<file path="config.mk">
export PLATFORM = sky130hd
export DESIGN_NAME = inst_fetch_q_flat
export DESIGN_NICKNAME = d
export VERILOG_FILES = /design/src/rtl/inst_fetch_q_if.sv /design/src/rtl/inst_fetch_q.sv /design/src/flat_wrapper.sv
export SDC_FILE = /design/constraint.sdc
export NUM_CORES = 1
export LEC_CHECK = 0
export CAP_MARGIN = 20
export CORE_UTILIZATION = 45
export DETAILED_ROUTE_END_ITERATION = 7
export MAX_ROUTING_LAYER = met4
export PLACE_DENSITY_LB_ADDON = 0.12
export RECOVER_POWER = 25
export SLEW_MARGIN = 10
export SYNTH_ARGS = -nofsm -noshare
export SYNTH_HDL_FRONTEND = slang
export SYNTH_SLANG_ARGS = --single-unit
</file>
<file path="constraint.sdc">
create_clock -name clk -period 3.8 [get_ports clk]
set_input_delay 0.95 -clock clk [delete_from_list [all_inputs] [get_ports clk]]
set_output_delay 0.95 -clock clk [all_outputs]
set_load 0.05 [all_outputs]
</file>
<file path="src/rtl/inst_fetch_q_if.sv">
// Fetch-to-decode bundle for inst_fetch_q: push side (if_*), pop side (id_*), flush and occupancy.
// slave is the queue's view; master is the pipeline (fetch + decode) view.
interface inst_fetch_q_if #(
    parameter int DEPTH  = 4,
    parameter int ADDR_W = 32,
    parameter int INST_W = 32
);
    logic                     flush;
    logic                     if_valid;
    logic [ADDR_W-1:0]        if_pc;
    logic [INST_W-1:0]        if_inst;
    logic                     if_ready;
    logic                     id_valid;
    logic [ADDR_W-1:0]        id_pc;
    logic [INST_W-1:0]        id_inst;
    logic                     id_ready;
    logic [$clog2(DEPTH):0]   q_count;

    modport slave (
        input  flush, if_valid, if_pc, if_inst, id_ready,
        output if_ready, id_valid, id_pc, id_inst, q_count
    );

    modport master (
        output flush, if_valid, if_pc, if_inst, id_ready,
        input  if_ready, id_valid, id_pc, id_inst, q_count
    );
endinterface

</file>
<file path="src/rtl/inst_fetch_q.sv">
// Circular FIFO of {pc, inst} pairs between instruction fetch and decode, with flush.
// Optional same-cycle empty-queue bypass is enabled by defining FETCHQ_BYPASS_EN.
module inst_fetch_q #(
    parameter int DEPTH  = 4,
    parameter int ADDR_W = 32,
    parameter int INST_W = 32
) (
    input  logic            clk,
    input  logic            rst,
    inst_fetch_q_if.slave   bus
);
    localparam int PTR_W = $clog2(DEPTH);
    localparam int CNT_W = PTR_W + 1;
    localparam logic [CNT_W-1:0] FULL = CNT_W'(DEPTH);

    logic [ADDR_W-1:0] pc_mem   [DEPTH];
    logic [INST_W-1:0] inst_mem [DEPTH];
    logic [PTR_W-1:0]  wr_ptr;
    logic [PTR_W-1:0]  rd_ptr;
    logic [CNT_W-1:0]  count;

    logic not_empty;
    logic accept;
    logic bypass;
    logic push;
    logic pop;

    // Acceptance looks only at the registered count, so a full queue refuses a push even if decode pops.
    assign not_empty = (count != '0);
    assign accept    = rst & (count < FULL);

`ifdef FETCHQ_BYPASS_EN
    assign bypass = rst & ~not_empty & bus.if_valid & bus.id_ready & ~bus.flush;
`else
    assign bypass = 1'b0;
`endif

    assign push = bus.if_valid & accept & ~bus.flush & ~bypass;
    assign pop  = not_empty & bus.id_ready & ~bus.flush;

    assign bus.if_ready = accept;
    assign bus.q_count  = count;

    always_comb begin
        bus.id_valid = 1'b0;
        bus.id_pc    = '0;
        bus.id_inst  = '0;
        if (not_empty) begin
            bus.id_valid = 1'b1;
            bus.id_pc    = pc_mem[rd_ptr];
            bus.id_inst  = inst_mem[rd_ptr];
        end else if (bypass) begin
            bus.id_valid = 1'b1;
            bus.id_pc    = bus.if_pc;
            bus.id_inst  = bus.if_inst;
        end
    end

    always_ff @(posedge clk or negedge rst) begin
        if (!rst) begin
            wr_ptr <= '0;
            rd_ptr <= '0;
            count  <= '0;
        end else if (bus.flush) begin
            wr_ptr <= '0;
            rd_ptr <= '0;
            count  <= '0;
        end else begin
            if (push) begin
                wr_ptr <= wr_ptr + PTR_W'(1);
            end
            if (pop) begin
                rd_ptr <= rd_ptr + PTR_W'(1);
            end
            case ({push, pop})
                2'b10:   count <= count + CNT_W'(1);
                2'b01:   count <= count - CNT_W'(1);
                default: count <= count;
            endcase
        end
    end

    // Storage is never reset; entries are only observable once the count covers them.
    always_ff @(posedge clk) begin
        if (push) begin
            pc_mem[wr_ptr]   <= bus.if_pc;
            inst_mem[wr_ptr] <= bus.if_inst;
        end
    end

    a_count_bound: assert property (@(posedge clk) disable iff (!rst) count <= FULL);
    a_no_push_full: assert property (@(posedge clk) disable iff (!rst) !(push && count == FULL));
    a_no_pop_empty: assert property (@(posedge clk) disable iff (!rst) !(pop && count == '0));

endmodule

</file>
<file path="src/flat_wrapper.sv">
// flat-port wrapper written by rule: the top's interface ports become plain ports
module inst_fetch_q_flat 
#(
    parameter int DEPTH  = 4,
    parameter int ADDR_W = 32,
    parameter int INST_W = 32
)
  (clk, rst, bus_flush, bus_if_valid, bus_if_pc, bus_if_inst, bus_id_ready, bus_if_ready, bus_id_valid, bus_id_pc, bus_id_inst, bus_q_count);
  inst_fetch_q_if #(.DEPTH(DEPTH), .ADDR_W(ADDR_W), .INST_W(INST_W)) bus_i ();
  input  logic clk;
  input  logic rst;
  input wire logic [$bits(bus_i.flush)-1:0] bus_flush;
  input wire logic [$bits(bus_i.if_valid)-1:0] bus_if_valid;
  input wire logic [$bits(bus_i.if_pc)-1:0] bus_if_pc;
  input wire logic [$bits(bus_i.if_inst)-1:0] bus_if_inst;
  input wire logic [$bits(bus_i.id_ready)-1:0] bus_id_ready;
  output wire logic [$bits(bus_i.if_ready)-1:0] bus_if_ready;
  output wire logic [$bits(bus_i.id_valid)-1:0] bus_id_valid;
  output wire logic [$bits(bus_i.id_pc)-1:0] bus_id_pc;
  output wire logic [$bits(bus_i.id_inst)-1:0] bus_id_inst;
  output wire logic [$bits(bus_i.q_count)-1:0] bus_q_count;
  assign bus_i.flush = bus_flush;
  assign bus_i.if_valid = bus_if_valid;
  assign bus_i.if_pc = bus_if_pc;
  assign bus_i.if_inst = bus_if_inst;
  assign bus_i.id_ready = bus_id_ready;
  assign bus_if_ready = bus_i.if_ready;
  assign bus_id_valid = bus_i.id_valid;
  assign bus_id_pc = bus_i.id_pc;
  assign bus_id_inst = bus_i.id_inst;
  assign bus_q_count = bus_i.q_count;
  inst_fetch_q #(.DEPTH(DEPTH), .ADDR_W(ADDR_W), .INST_W(INST_W)) u_core (.clk(clk), .rst(rst), .bus(bus_i));
endmodule
</file>
### Word-level counts from Yosys, hierarchy flattened

Memories as Yosys holds them, arrays and structs flattened.
Index checks and enable logic that the tools add are counted.

* $add $sub $neg: 4
* order comparisons: 1
* equal/unequal tests: 2
* multiplexer cells: 11
* bitwise logic cells: 6
* reduce and logical (&&, ||, !) cells: 4

Operator list (count)
* 32-bit two-way mux: 2
* 2-bit two-way mux: 4
* 3-bit case mux with 2 select lines: 1
* 3-bit nonzero test: 2
* 1-bit AND: 5
* 2-bit by 1-bit adder with 2-bit output (second input constant): 2
* 2-bit nonzero test: 2
* 3-bit by 1-bit adder with 3-bit output (second input constant): 1
* 3-bit less-than comparator (second input constant): 1
* 1-bit two-way mux: 3
* 3-bit two-way mux: 1
* 3-bit by 1-bit subtractor with 3-bit output (second input constant): 1
* 2-bit by 1-bit equality test with 1-bit output (second input constant): 1
* 2-bit equality test (second input constant): 1
* 1-bit NOT: 1

* flip-flop bits (word level): 7
* memory bits (writable): 256
* bits of input ports: 69
* output and inout port bits: 69
* word-level logic and storage cells: 33
* memories: 2

Memory list
* u_core.inst_mem: words 4, width 32, rd ports 1, clocked after memory_dff 0, write ports 1, line inst_fetch_q.sv:17 `logic [INST_W-1:0] inst_mem [DEPTH];`
* u_core.pc_mem: words 4, width 32, rd ports 1, clocked after memory_dff 0, write ports 1, line inst_fetch_q.sv:16 `logic [ADDR_W-1:0] pc_mem [DEPTH];`

### Longest topological paths before layout

* depth after elaboration: 7
* gate-level depth with buffers: 7
* gate-level depth less buffers: 6

### Worst setup path after synthesis

OpenSTA, ideal clock, no wires.

* path kind: input to register
* start point: input bus_if_valid
* end point: memory u_core.inst_mem[0][0] (enable)
* arrival: 2.836 ns
* required time: 3.371 ns
* setup slack: 0.535 ns
* cell stages on the path: 3
* path through: nand3b_2 nor2_1 and2_1

* longest elaborated chain between the ends: 4

Ends and longest elaborated chain
* start, declared: line flat_wrapper.sv:13 `input wire logic [$bits(bus_i.if_valid)-1:0] bus_if_valid;`
* 1-bit AND (2 in a row): line inst_fetch_q.sv:38 `assign push = bus.if_valid & accept & ~bus.flush & ~bypass;`
* 1-bit two-way mux: line inst_fetch_q.sv:85 `if (push) begin`
* 1-bit two-way mux (not written as such): line inst_fetch_q.sv:87 `inst_mem[wr_ptr] <= bus.if_inst;`
* end, declared: line inst_fetch_q.sv:17

Every way passes these cells.

### Worst setup path in the final report

* start point: register u_core.count[0] (netlist: u_core.bus.q_count[0])
* end point: output bus_id_inst[22]

* longest elaborated chain between the ends: 2

Ends and longest elaborated chain
* start, declared: line inst_fetch_q.sv:20 `logic [CNT_W-1:0] count;`
* start signal, assigned: line inst_fetch_q.sv:76 `2'b10: count <= count + CNT_W'(1);`
* start signal, assigned: line inst_fetch_q.sv:77 `2'b01: count <= count - CNT_W'(1);`
* start signal, assigned: line inst_fetch_q.sv:78 `default: count <= count;`
* 3-bit nonzero test: line inst_fetch_q.sv:29 `assign not_empty = (count != '0);`
* 32-bit two-way mux: line inst_fetch_q.sv:48 `if (not_empty) begin`
* end, declared: line flat_wrapper.sv:20 `output wire logic [$bits(bus_i.id_inst)-1:0] bus_id_inst;`

Every way passes these cells.

==> results.cfg <==
[run_status]
status = finished with violations
violations = DRC

[global_routing]
track_usage_pct = 17.6
grt_overflow = 0
grt_pass1_wl_mm = 30.1
grt_pass1_vias = 5345
antenna_found_initial = 1
grt_max_degree = 40

[drt]
first_pass_iters = 6
wl_mm = 19.1
via_count = 4819
drt_iter0_markers = 327
route.detailed.drc = 20
vias_per_cell = 5.24
drt-wirelength-per-cell_um = 20.8
ant_nets = 0

[timing]
grt_setup_unrepaired = no
tns_ps = 0
max-slew-margin-rel_pct = 63.5
fmax_mhz = 273
hold_viol_final = 0
tightest_slew_ps = 546
finalClockSkew_ps = 7.45
fin_crit_sh_pct = 96.2
setup_viol = 0
period_needed_ps = 3660
final-max-slew-violation-count = 0

[clock_network]
clk_pin_slew_worst_paths_ps = 60
clk_latency_ps = 520
cts_made_buffers = 28
cts_tree = done
cts_buffer_depth = 3
cts_max_level = 1
clockRootBuffer = clkbuf_16
cts_hold_buf = 0
cts.sinks = 263

[worst_setup_path]
cp-start-kind = register
setup.worst_path.end_class = output pin
r2r_slack_ps = 1500
r2r-end = u_core.bus.q_count[2]
worstPathRequired_ps = 2850
critPathKind = reg -> out
cp.arrival_ps = 2710
rr_worst_depth = 6
r2r-start = u_core.bus.q_count[0]
path_max_fanout = 32

[layout]
fin_util_pct = 59.2
layout.nets = 694
area.growth.synth_to_final_pct = 28.3
drive_gt1_share_pct = 21.0
instances_no_fill = 920

[pwr]
p_sw_share_pct = 24.1
pwr-share-seq_pct = 46.4
ir_drop_uv = 371
power.leakage_nw = 4.43
p_comb_share_pct = 15.2
p_int_w = 0.00533
power_frac_clock_pct = 38.4
p_switching_w = 0.00169
power-per-cell-area_nw_per_um2 = 540

[placement]
dp.cells = 867
gp_congestion = 0.685
portBuffers = 137
dpl.hpwl_mm = 11.3

[yosys]
synth_most_common_cell = edfxtp_1
syn_nets = 530
syn_area_per_cell_um2 = 22.2
netlist-cell-type-count = 25
postSynth.asyncResetShare_pct = 2.66
synth_edf_count = 256
ys.flop_type = edfxtp_1
netlist_instances = 456
yosysWarningCount = 0
ys_seq_area_share_pct = 77.6
synthTopCellsByArea = edfxtp_1 (76%), mux4_2 (14%), and2_1 (4.2%)
yosys.area.top_type = edfxtp_1
yosysTopAreaCellShare_pct = 75.9
synth_common_cells = edfxtp_1 (256), and2_1 (68), mux4_2 (64)
ys_ff_latch = 263
syn_area_um2 = 10100

[floorplan]
rows = 54
die_area_um2 = 23100
io_pins = 138
die_h_um = 152
die_w_um = 152
initial_core_util_pct = 46.1
core_um2 = 22000

[worst_hold_path]
worstHoldPathCells = 2
holdCritStartpoint = u_core.bus.q_count[1]
hold_path_class = reg -> reg
worst_hold_path.endpoint = u_core.bus.q_count[1]

[run]
drv_cap = 0
## metrics by stage
stage                     worst slack, ps  instance area (um2)  power [W]  hold slack [ps]
final                                 144                13000    0.00701              602
after floorplan                       535                10100    0.00400              542
after global placement                412                12000    0.00439              559
after detailed placement              371                12000    0.00440              594
after global routing                0.574                13000    0.00724              638
after CTS                            79.7                13000    0.00710              604
## registers in the layout, summed over array words and instances (netlist names)
| register | cells |
|---|---|
| u_core.wr_ptr | 2 |
| u_core.rd_ptr | 2 |
| u_core.bus.q_count | 3 |
| u_core.pc_mem | 128 |
| u_core.inst_mem | 128 |
## layout by cell type, fill, tap and decap left out, types with 2 or more instances in the layout
cell | netlist | routed
and2_1 | 68 | 64
clkinv_2 | 0 | 5
xor2_1 | 4 | 4
buf_4 | 2 | 10
dlygate4sd3_1 | 0 | 37
o21ai_0 | 3 | 3
clkbuf_16 | 0 | 29
dfrtp_1 | 7 | 5
nand2_1 | 2 | 2
nor2_1 | 7 | 7
bufinv_16 | 0 | 4
clkdlybuf4s50_1 | 0 | 81
inv_1 | 2 | 2
mux4_2 | 64 | 64
mux2i_1 | 2 | 2
clkbuf_1 | 9 | 8
nand3_1 | 2 | 2
ha_1 | 4 | 4
and2_4 | 0 | 4
dlymetal6s2s_1 | 0 | 16
clkinv_1 | 0 | 3
edfxtp_1 | 256 | 256
a21oi_1 | 2 | 2
buf_12 | 0 | 13
dfrtp_4 | 0 | 2
## power by group through the flow
stage	logic (W)	registers [W]	clock network [W]
after detailed placement	0.00108	0.00333	0
after global placement	0.00107	0.00332	0
final	0.00107	0.00326	0.00269
after CTS	0.00110	0.00326	0.00275
after global routing	0.00113	0.00326	0.00285
after floorplan	0.000688	0.00332	0
## cells by family (layout without fill, tap and decap cells)
family | after synthesis | in the layout | share of synthesized area, %
other cells | 0 | 1 | 0
fa+ha+maj | 5 | 5 | 0.691
flops | 263 | 263 | 77.6
xor+xnor | 5 | 5 | 0.432
buf+inv | 26 | 209 | 1.51
compound gates | 6 | 6 | 0.309
simple gates | 85 | 85 | 5.05
mux | 66 | 66 | 14.4
## routing by layer
| layer | wire length (um) | part of all wire (%) | GRT usage (%) |
|---|---|---|---|
| met1 | 8540 | 45 | 23.0 |
| met2 | 9290 | 49 | 28.4 |
| met3 | 894 | 4.7 | 3.54 |
| met4 | 410 | 2.1 | 4.62 |
| met5 | 0 | 0 | - |
## worst max-delay path by stage
stage	cells past startpoint	end	slack, ps	from
2_1_floorplan	3	u_core.inst_mem[0][0]	530	bus_if_valid
3_3_place_gp	4	bus_id_inst[22]	410	u_core.bus.q_count[0]
3_5_place_dp	4	bus_id_pc[29]	370	u_core.bus.q_count[0]
4_1_cts	4	bus_id_inst[1]	80	u_core.rd_ptr[0]
5_1_grt	4	bus_id_pc[24]	0.6	u_core.bus.q_count[2]
6_report	4	bus_id_inst[22]	140	u_core.bus.q_count[0]
## critical path, cell delays in order, from the launching register on
cell and delay [ps]:
dfrtp_1 430, or3_4 580, buf_4 270, and2_1 180, clkdlybuf4s50_1 720
## what timing repair did
| item | 4_1_cts | 5_1_grt |
|---|---|---|
| resized for setup | 1 | 16 |
| endpoints found under the setup margin | 50 | 16 |
| cloned | 0 | 0 |
| buffers inserted | 3 | 0 |
## cell type report
class | instances | area, um2
fill | 1602 | 8960
antenna | 1 | 2.50
clock buffer | 36 | 752
clock inverter | 13 | 164
inverter | 2 | 7.51
multi-input combinational | 167 | 2130
tap | 280 | 350
timing repair buffer | 158 | 1720
sequential | 263 | 7870
Power figures use the tool's default switching activity.
